File: src/rtl/tick_pkg.sv
// Shared definitions for tick_prescaler: FSM state encoding and default ratio width.
package tick_pkg;

    localparam int unsigned DIV_W_DEFAULT = 8;

    typedef enum logic [1:0] {
        IDLE  = 2'd0,
        RUN   = 2'd1,
        PAUSE = 2'd2
    } state_e;

endpackage

File: src/rtl/tick_prescaler_if.sv
// Control/status bundle of tick_prescaler; step exists only with TICK_PRESCALER_STEP_EN.
interface tick_prescaler_if #(
    parameter int unsigned DIV_W = tick_pkg::DIV_W_DEFAULT
);
    logic             start;
    logic             stop;
    logic             hold;
`ifdef TICK_PRESCALER_STEP_EN
    logic             step;
`endif
    logic [DIV_W-1:0] div;
    logic             tick;
    logic             busy;

`ifdef TICK_PRESCALER_STEP_EN
    modport master (output start, stop, hold, step, div, input tick, busy);
    modport slave  (input start, stop, hold, step, div, output tick, busy);
`else
    modport master (output start, stop, hold, div, input tick, busy);
    modport slave  (input start, stop, hold, div, output tick, busy);
`endif

endinterface

File: src/rtl/tick_prescaler_pulse_edge.sv
// Registers a level and flags its rising edge for one clock.
module pulse_edge (
    input  logic clk,
    input  logic reset,
    input  logic level,
    output logic rise_c
);

    logic level_q;

    always_ff @(posedge clk or negedge reset) begin
        if (!reset) begin
            level_q <= 1'b0;
        end else begin
            level_q <= level;
        end
    end

    assign rise_c = level & ~level_q;

endmodule

File: src/rtl/tick_prescaler.sv
// Divide-by-N count-enable generator with run/pause/idle control.
// Define TICK_PRESCALER_STEP_EN to add a manual single-step tick input.
module tick_prescaler
    import tick_pkg::*;
#(
    parameter int unsigned DIV_W = DIV_W_DEFAULT
) (
    input  logic            clk,
    input  logic            reset,
    tick_prescaler_if.slave bus
);

    localparam logic [DIV_W-1:0] ONE = DIV_W'(1);

    state_e           state_q;
    state_e           state_d;
    logic [DIV_W-1:0] count_q;
    logic [DIV_W-1:0] count_d;
    logic [DIV_W-1:0] ratio_q;
    logic [DIV_W-1:0] ratio_d;
    logic [DIV_W-1:0] div_ratio_c;
    logic             tick_q;
    logic             tick_d;
    logic             busy_q;
    logic             step_tick_c;

    // A ratio of zero behaves as divide-by-one.
    assign div_ratio_c = (bus.div == '0) ? ONE : bus.div;

`ifdef TICK_PRESCALER_STEP_EN
    logic step_rise_c;

    pulse_edge u_step_edge (
        .clk    (clk),
        .reset  (reset),
        .level  (bus.step),
        .rise_c (step_rise_c)
    );

    assign step_tick_c = step_rise_c && (state_q != RUN);
`else
    assign step_tick_c = 1'b0;
`endif

    // Next state, divider count and tick; stop outranks hold and terminal count.
    always_comb begin
        state_d = state_q;
        count_d = count_q;
        ratio_d = ratio_q;
        tick_d  = step_tick_c;
        unique case (state_q)
            IDLE: begin
                if (bus.start && !bus.stop) begin
                    state_d = RUN;
                    count_d = '0;
                    ratio_d = div_ratio_c;
                end
            end
            RUN: begin
                if (bus.stop) begin
                    state_d = IDLE;
                    count_d = '0;
                    tick_d  = 1'b0;
                end else if (bus.hold) begin
                    state_d = PAUSE;
                end else if (count_q == ratio_q - ONE) begin
                    count_d = '0;
                    ratio_d = div_ratio_c;
                    tick_d  = 1'b1;
                end else begin
                    count_d = count_q + ONE;
                end
            end
            PAUSE: begin
                if (bus.stop) begin
                    state_d = IDLE;
                    count_d = '0;
                    tick_d  = 1'b0;
                end else if (!bus.hold) begin
                    state_d = RUN;
                end
            end
            default: begin
                state_d = IDLE;
                count_d = '0;
                ratio_d = ONE;
                tick_d  = 1'b0;
            end
        endcase
    end

    always_ff @(posedge clk or negedge reset) begin
        if (!reset) begin
            state_q <= IDLE;
            count_q <= '0;
            ratio_q <= ONE;
            tick_q  <= 1'b0;
            busy_q  <= 1'b0;
        end else begin
            state_q <= state_d;
            count_q <= count_d;
            ratio_q <= ratio_d;
            tick_q  <= tick_d;
            busy_q  <= (state_d != IDLE);
        end
    end

    assign bus.tick = tick_q;
    assign bus.busy = busy_q;

endmodule

File: src/flat_wrapper.sv
// flat-port wrapper written by rule: the top's interface ports become plain ports
module tick_prescaler_flat import tick_pkg::*;
#(
    parameter int unsigned DIV_W = DIV_W_DEFAULT
)
  (clk, reset, bus_start, bus_stop, bus_hold, bus_div, bus_tick, bus_busy);
  tick_prescaler_if #(.DIV_W(DIV_W)) bus_i ();
  input  logic clk;
  input  logic reset;
  input wire logic [$bits(bus_i.start)-1:0] bus_start;
  input wire logic [$bits(bus_i.stop)-1:0] bus_stop;
  input wire logic [$bits(bus_i.hold)-1:0] bus_hold;
  input wire logic [$bits(bus_i.div)-1:0] bus_div;
  output wire logic [$bits(bus_i.tick)-1:0] bus_tick;
  output wire logic [$bits(bus_i.busy)-1:0] bus_busy;
  assign bus_i.start = bus_start;
  assign bus_i.stop = bus_stop;
  assign bus_i.hold = bus_hold;
  assign bus_i.div = bus_div;
  assign bus_tick = bus_i.tick;
  assign bus_busy = bus_i.busy;
  tick_prescaler #(.DIV_W(DIV_W)) u_core (.clk(clk), .reset(reset), .bus(bus_i));
endmodule
File: config.mk
export PLATFORM = sky130hd
export DESIGN_NAME = tick_prescaler_flat
export DESIGN_NICKNAME = d
export VERILOG_FILES = /design/src/rtl/tick_pkg.sv /design/src/rtl/tick_prescaler_if.sv /design/src/rtl/tick_prescaler_pulse_edge.sv /design/src/rtl/tick_prescaler.sv /design/src/flat_wrapper.sv
export SDC_FILE = /design/constraint.sdc
export NUM_CORES = 1
export LEC_CHECK = 0
export BUFFER_PORTS_ARGS = -buffer_cell sky130_fd_sc_hd__buf_2
export CAP_MARGIN = 10
export CORE_MARGIN = 1.5
export CORE_UTILIZATION = 40
export DETAILED_ROUTE_END_ITERATION = 10
export RECOVER_POWER = 25
export SLEW_MARGIN = 40
export SYNTH_ARGS = -nofsm -noshare
export SYNTH_HDL_FRONTEND = slang
export SYNTH_SLANG_ARGS = --single-unit
File: constraint.sdc
create_clock -name clk -period 3.7 [get_ports clk]
set_clock_uncertainty 0.15 [all_clocks]
set_input_delay 0.185 -clock clk [delete_from_list [all_inputs] [get_ports clk]]
set_output_delay 0.185 -clock clk [all_outputs]
set_load 0.01 [all_outputs]
After elaboration in Yosys (flattened, before gate mapping)
Cells that the tools add are included.

Register bits after elaboration: 20. Bits of input ports: 13. Output and inout bits: 2.

Add/subtract/negate cells: 2. Equal/unequal tests: 9. Muxes and demuxes: 22. Bitwise operators: 1. Reductions and logical operators: 7.

Operators with widths (count): two-way mux 8 bit (10); case mux 8 bit (3 select lines) (2); two-way mux 2 bit (5); adder 8 x 1 -> 8 bit (second input constant) (1); equality test 8 bit (1); zero test 8 bit (1); subtractor 8 x 1 -> 8 bit (second input constant) (1); != test 2 bit (second input constant) (3); case mux 2 bit (3 select lines) (1); AND reduction 5 bit (1); two-way mux 1 bit (4); != test 2 x 1 -> 1 bit (second input constant) (2); != test 3 bit (second input constant) (1); AND reduction 3 bit (1); equality test 2 x 1 -> 1 bit (second input constant) (1); equality test 2 bit (second input constant) (1); zero test 2 bit (1); nonzero test 2 bit (1); logical AND 1 bit (1); zero test 1 bit (1); inverter 1 bit (1).

Longest topological paths before layout
Gate-level depths: netlist of run 1.

Depth after elaboration: 6. Depth in mapped cells: 9. Mapped depth without buffers: 8.

Worst setup path after synthesis of run 1
Ideal clock, no wire load.

Path type: register -> register. Start point: register u_core.ratio_q[0]. End point: register u_core.ratio_q[0]. Arrival: 2454 ps. Path slack: 1015 ps. Cell stages (with the launch flop): 10. Buffers on the path: 1. Cells stage by stage: dfstp_2 > clkbuf_1 > inv_1 > ha_1 > nor2b_1 > or3_1 > a31o_1 > or2_4 > a221o_1 > a211oi_2.

Cells in the longest elaborated chain, start to end: 4.

RTL lines: from (decl) (RTL line tick_prescaler.sv:19) `logic [DIV_W-1:0] ratio_q;`; from (signal assigned) (RTL line tick_prescaler.sv:102) `ratio_q <= ratio_d;`; subtractor 8 x 1 -> 8 bit (RTL line tick_prescaler.sv:66) `end else if (count_q == ratio_q - ONE) begin`; equality test 8 bit (RTL line tick_prescaler.sv:66); != test 2 x 1 -> 1 bit (no source line); AND reduction 5 bit (no source line).

No other way between the ends. A chain may end at the register's enable or synchronous reset.

Final worst setup path of run 1
Start point: register u_core.ratio_q[0]. End point: register u_core.ratio_q[4].

Same word-level chain as after synthesis.

==> results of run 1 <==
[worst min-delay path by stage]
| stage | depth (start not counted) | from | end |
|---|---|---|---|
| 6_report | 3 | bus_hold | u_core.state_q[1] |
| 5_1_grt | 3 | bus_hold | u_core.state_q[1] |
| 4_1_cts | 3 | bus_hold | u_core.state_q[1] |
| 3_5_place_dp | 1 | reset | u_core.count_q[1] |
| 3_3_place_gp | 1 | reset | u_core.count_q[1] |
| 2_1_floorplan | 0 | reset | u_core.bus.busy |
[critical path, stage by stage (launching register included)]
cell and delay, ns:
sky130_fd_sc_hd__dfstp_2 0.61, sky130_fd_sc_hd__inv_1 0.06, sky130_fd_sc_hd__ha_1 0.28, sky130_fd_sc_hd__nor2b_1 0.16, sky130_fd_sc_hd__or3_1 0.34, sky130_fd_sc_hd__a31o_1 0.22
sky130_fd_sc_hd__nor2_1 0.19, sky130_fd_sc_hd__nand3_1 0.26, sky130_fd_sc_hd__a32o_1 0.32
[stage by stage]
step | setup slack, ns | cell area [µm²] | util | hold WS (ns)
after floorplan | 1.01 | 1270 | - | -0.261
after global placement | 1.10 | 1380 | 0.456 | 0.00732
after detailed placement | 1.05 | 1380 | 0.456 | 0.0214
after CTS | 1.01 | 1500 | 0.494 | 0.0328
after global routing | 0.850 | 1500 | 0.494 | 0.0687
final | 1.01 | 1500 | 0.494 | 0.0417
[synthesized netlist by cell type (all sizes together)]
master	number
mux2i	1
nor3	13
o22a	1
or2	4
a31o	1
o2111ai	1
nand4	2
a22oi	1
dfstp	1
a41o	1
a32o	7
nor2	13
nor4b	3
a21oi	3
a21boi	1
a22o	1
and3	2
nor3b	2
a31oi	2
nand2	7
nand3	4
a21o	1
nor4	1
o21ai	6
o31ai	1
dfrtp	19
a221o	1
a211oi	2
xnor2	6
and4	2
and3b	1
ha	2
nand2b	1
or3	1
nor2b	3
xor2	8
clkbuf	3
inv	4
nand3b	2
[area by class of cell]
cell class,count,area [µm²],area share
Multi-Input combinational cell,108,738,0.494
Tap cell,44,55.1,0.0368
Inverter,4,15.0,0.0100
Clock buffer,4,26.3,0.0176
Timing Repair Buffer,23,159,0.106
Sequential cell,20,502,0.336
[power groups by stage]
stage / Clock (µW) / Sequential, µW / Combinational (µW)
after floorplan: 0 / 284 / 206
after global routing: 118 / 307 / 289
after detailed placement: 0 / 304 / 250
final: 108 / 300 / 257
after global placement: 0 / 301 / 243
after CTS: 111 / 299 / 259
[layer usage]
layer,vias to the layer above,part of all wire
met5,-,0
met4,0,0.017
met3,6,0.039
met2,22,0.44
met1,538,0.50
li1,553,-
[cell families after synthesis]
group | synth area share
simple gates | 0.271
compound gates | 0.188
flops | 0.396
xor+xnor | 0.0968
buf+inv | 0.0207
fa+ha+maj | 0.0198
mux | 0.00791
[state kept, by name (all words and copies together) (netlist names)]
register	flops
u_core.bus.busy	1
u_core.bus.tick	1
u_core.count_q	8
u_core.ratio_q	8
u_core.state_q	2
[timing repair]
action,4_1_cts,5_1_grt
hold endpoints to repair,28,0
endpoints found under the setup margin,0,0
hold buffers,9,0
==> reports/results.tsv, run 1 <==
metric	value	unit
detailroute.via_count	1119	
worst-r2r-cell-count	8	
number_of_warning_messages_in_the_yosys_log	0	
avgViaCountPerCell	5.51	
critical_path.endpoint_type	register	
grt_util_met1	0.274	
swShare	0.374	
cp-startpoint	u_core.ratio_q[0]	
avgRoutedWirePerCell	13.9	µm
gpl.final_weighted_congestion	0.759	
rsz_0062_raised_after_global_routing	no	
fraction_of_post_synthesis_cell_area_in_the_top_cell_type_by_area	0.375	
tns_setup	0	ns
register_to_register_setup_slack	1.01	ns
arrival	2.73	ns
globalRouteMet2Util	0.256	
synth_area_per_cell	9.38	µm²
total_power	665	µW
drtIter0Drc	60	
cts_resized	0	
max-clock-path-buffers	2	
clkTransAtPathRegs	0.11	ns
grt_overflow	0	
ir_worst_vdd	152	µV
synth_cells	135	
power.share.sequential	0.451	
cts_num_sinks	20	
total_switching_power	249	µW
run_status	completed	
nNetsFinal	175	
cts_htree_levels	1	
finalCritPeriodShare	0.726	
worst_r2r_dst	u_core.ratio_q[4]	
detailedRoute.firstPassIterationCount	4	
post-route-min-period	2.69	ns
maxClockFrequency	0.372	GHz
placementRows	20	
coreArea	3030	µm²
final-max-slew-violation-count	0	
cp_data_required_time	3.74	ns
vias_in_the_first_global_route	1030	
chipWidth	59.3	µm
post-place-cells	190	
final-setup-viol-count	0	
grt.total_usage	0.178	
grt_pass1_wl	4840	µm
cts_setup_buffers	0	
grt_antenna_before_repair	0	
power.leakage	0.000643	µW
post_route_cells_drive_above_1_share	0.145	
finalWirelength	2820	µm
timing.final.hold_violations	0	
final_cell_count_no_fill	203	
post-synth-top-area-cell	sky130_fd_sc_hd__dfrtp_1	
tritoncts.num_buffers	3	
initial_core_util	0.418	
power.density	445	nW/µm²
ys_ff_latch	20	
chip_height	59.3	µm
category_of_the_critical_setup_timing_path	register to register	
drv_cap	0	
cts_tree	yes	
gr-max-usage-layer	met1	
port_buffers	14	
synth.yosys.seq_area_share	0.396	
mostFrequentLayoutCells	sky130_fd_sc_hd__dfrtp_1, sky130_fd_sc_hd__nor2_1, sky130_fd_sc_hd__buf_2	
internal_power	416	µW
clock_insertion_delay_worst_skew	0.30	ns
crit_end	u_core.ratio_q[4]	
layout.cells.most_common	sky130_fd_sc_hd__dfrtp_1	
groute.layer.met3.usage	0.0197	
fillers	290	
total_die_area	3510	µm²
comb_power_share	0.386	
grt_start_max_net_pins	21	
maximum_fanout_encountered_on_the_critical_timing_path	8	
worst_setup_start_kind	register	
drcViolationCount	0	
cts_root_buf	sky130_fd_sc_hd__clkbuf_4	
slew_headroom	0.251	
hpwlAfterDp	2050	µm
worstHoldPathType	input pin to register	
flow.area_growth_from_synthesis	18.1	%
clock_power_share	0.163	
r2r-start	u_core.ratio_q[0]	
synth_nets	150	
ant_nets	0	
post_synth_num_cell_types	44	
worst_slew_pin_slew	1.12	ns
antennaDiodeCount	0	
netlist_area	1270	µm²
io-pin-count	15	
synth.top_cells.by_area	sky130_fd_sc_hd__dfrtp_1, sky130_fd_sc_hd__a32o_1, sky130_fd_sc_hd__xor2_1	
No activity file was read; power rests on OpenSTA's default activity.
==> run 2, diff against run 1 <==
==> constraint.sdc (replaced) <==
create_clock -name clk -period 2.5 [get_ports clk]
set_clock_uncertainty 0.15 [all_clocks]
set_input_delay 0.125 -clock clk [delete_from_list [all_inputs] [get_ports clk]]
set_output_delay 0.125 -clock clk [all_outputs]
set_load 0.01 [all_outputs]
==> reports/results.tsv, run 2 (synthesized netlist as in run 1, its figures left out) <==
metric	value	unit	change
run_status	completed		
reg_top3	u_core.count_q (8), u_core.ratio_q (8), u_core.state_q (2)		
tritoncts.num_buffers	3		unchanged
comb_power_share	0.446		+0.060
chip_height	59.3	µm	unchanged
drcViolationCount	0		unchanged
avgRoutedWirePerCell	14.1	µm	+1.6%
swShare	0.374		-0.000874
finalWorstSetupSlack	0.0882	ns	-0.925 ns
critical_path.endpoint_type	register		
worst_slew_pin_slew	1.12	ns	-0.00213 ns
mostFrequentLayoutCells	sky130_fd_sc_hd__dfrtp_1, sky130_fd_sc_hd__buf_2, sky130_fd_sc_hd__nor2_1		
grt_start_max_net_pins	21		unchanged
nNetsFinal	180		+2.9%
cts_tree	yes		
gpl.final_weighted_congestion	0.806		+6.2%
clkTransAtPathRegs	0.11	ns	about the same
drv_cap	0		unchanged
antennaDiodeCount	0		unchanged
top_layer	met4		
detailroute.via_count	1120		+0.089%
final-setup-viol-count	0		unchanged
ant_nets	0		unchanged
total_switching_power	393	µW	+58%
clock_insertion_delay_worst_skew	0.30	ns	about the same
initial_core_util	0.418		unchanged
grt_pass1_wl	4910	µm	+1.6%
total_die_area	3510	µm²	unchanged
grt_antenna_before_repair	0		unchanged
worst_setup_start_kind	register		
cp_data_required_time	2.51	ns	-1.23 ns
finalCritPeriodShare	0.965		+0.238
chipWidth	59.3	µm	unchanged
grt_overflow	0		unchanged
flow.area_growth_from_synthesis	24.4	%	
coreArea	3030	µm²	unchanged
avgViaCountPerCell	5.38		-2.3%
power.density	668	nW/µm²	+50%
slew_headroom	0.252		+0.00142
category_of_the_critical_setup_timing_path	register to register		
worstHoldPathType	input pin to register		
utilization	0.520		+0.0264
placed_cell_area	1410	µm²	+2.0%
r2r-start	u_core.ratio_q[0]		
placement.setup.worst_slack	0.0525	ns	-0.993 ns
io-pin-count	15		unchanged
power.leakage	0.000675	µW	+4.8%
clock_power_share	0.147		-0.016
final-max-slew-violation-count	0		unchanged
cts_root_buf	sky130_fd_sc_hd__clkbuf_4		
internal_power	660	µW	+59%
drtIter0Drc	72		+20%
placementRows	20		unchanged
ir_worst_vdd	261	µV	+71%
post-route-min-period	2.41	ns	-0.275 ns
layout.cells.most_common	sky130_fd_sc_hd__dfrtp_1		
vias_in_the_first_global_route	1118		+8.5%
cts_num_sinks	20		unchanged
cts_htree_levels	1		unchanged
port_buffers	14		unchanged
grt.total_usage	0.184		+0.00584
rsz_0062_raised_after_global_routing	yes		
hp-start	bus_start		
timing.final.hold_violations	0		unchanged
met2_length	1390	µm	+11%
detail_route.wirelength.met1	1450	µm	+3.2%
maxClockFrequency	0.415	GHz	+11%
finalInstanceArea	1580	µm²	+5.4%
post_route_cells_drive_above_1_share	0.195		+0.0505
routed-wl-met3	52	µm	-53%
detailedRoute.firstPassIterationCount	4		unchanged
fin_worst_hold_slack	0.247	ns	+0.205 ns
maximum_fanout_encountered_on_the_critical_timing_path	7		-1
power.share.sequential	0.407		-0.044
finalWirelength	2930	µm	+4.1%
arrival	2.43	ns	-0.30 ns
tns_setup	0	ns	unchanged
cp-startpoint	u_core.ratio_q[0]		
hpwlAfterDp	2140	µm	+4.1%
max-clock-path-buffers	2		unchanged
[run 2: cell count changes in the layout (fill, tap and decap cells not counted), sizes merged]
cell	before	now
buf	13	16
dlygate4sd3	9	11
[run 2: layout make-up]
| class | count | area, µm² |
|---|---|---|
| well taps | 44 | 55.1 |
| flip-flops and latches | 20 | 502 |
| fillers | 289 | 1450 |
| repair buffers | 28 | 201 |
| inverters | 4 | 15.0 |
| multi-input cells | 108 | 776 |
| clock buffers | 4 | 26.3 |
[run 2: worst paths after layout]
path	depth (start not counted)	to	slack [ns]
hold / removal	5	u_core.bus.busy	0.25
max in group asynchronous	2	u_core.count_q[1]	1.13
setup / recovery	8	u_core.count_q[5]	0.09
min in group asynchronous	2	u_core.ratio_q[2]	0.41
hold reg to reg	2	u_core.count_q[7]	0.46
setup reg to reg	8	u_core.count_q[5]	0.09
[run 2: worst max-delay path: stages, from the launching register on]
cell	delay, ns
sky130_fd_sc_hd__dfstp_2	0.54
sky130_fd_sc_hd__inv_1	0.06
sky130_fd_sc_hd__ha_4	0.18
sky130_fd_sc_hd__nor2b_1	0.12
sky130_fd_sc_hd__or3_1	0.30
sky130_fd_sc_hd__a31o_1	0.24
sky130_fd_sc_hd__or2_4	0.26
sky130_fd_sc_hd__nor3_4	0.33
sky130_fd_sc_hd__nor3_1	0.10
[run 2: power groups by stage]
stage,Clock [µW],Combinational (µW),Sequential (µW)
4_1_cts,162,447,428
2_1_floorplan,0,339,422
6_report,155,469,429
5_1_grt,177,525,437
3_3_place_gp,0,414,433
3_5_place_dp,0,429,435
[run 2: repair_timing]
item | CTS | global route
buffers inserted | 0 | 1
hold buffers | 11 | 0
hold endpoints to repair | 29 | 0
resized for setup | 0 | 6
setup endpoints to repair | 0 | 14
[run 2: through the flow]
stage               std cells  power [µW]
CTS                       207        1040
detailed placement        192         864
finish                    208        1050
global placement          192         848
floorplan                 135         760
global route              208        1140
[run 2: layer usage]
metal,up-vias,track usage
met4,0,0.0584
met1,537,0.245
met2,15,0.311
li1,563,-
met5,-,0
met3,5,0.0197
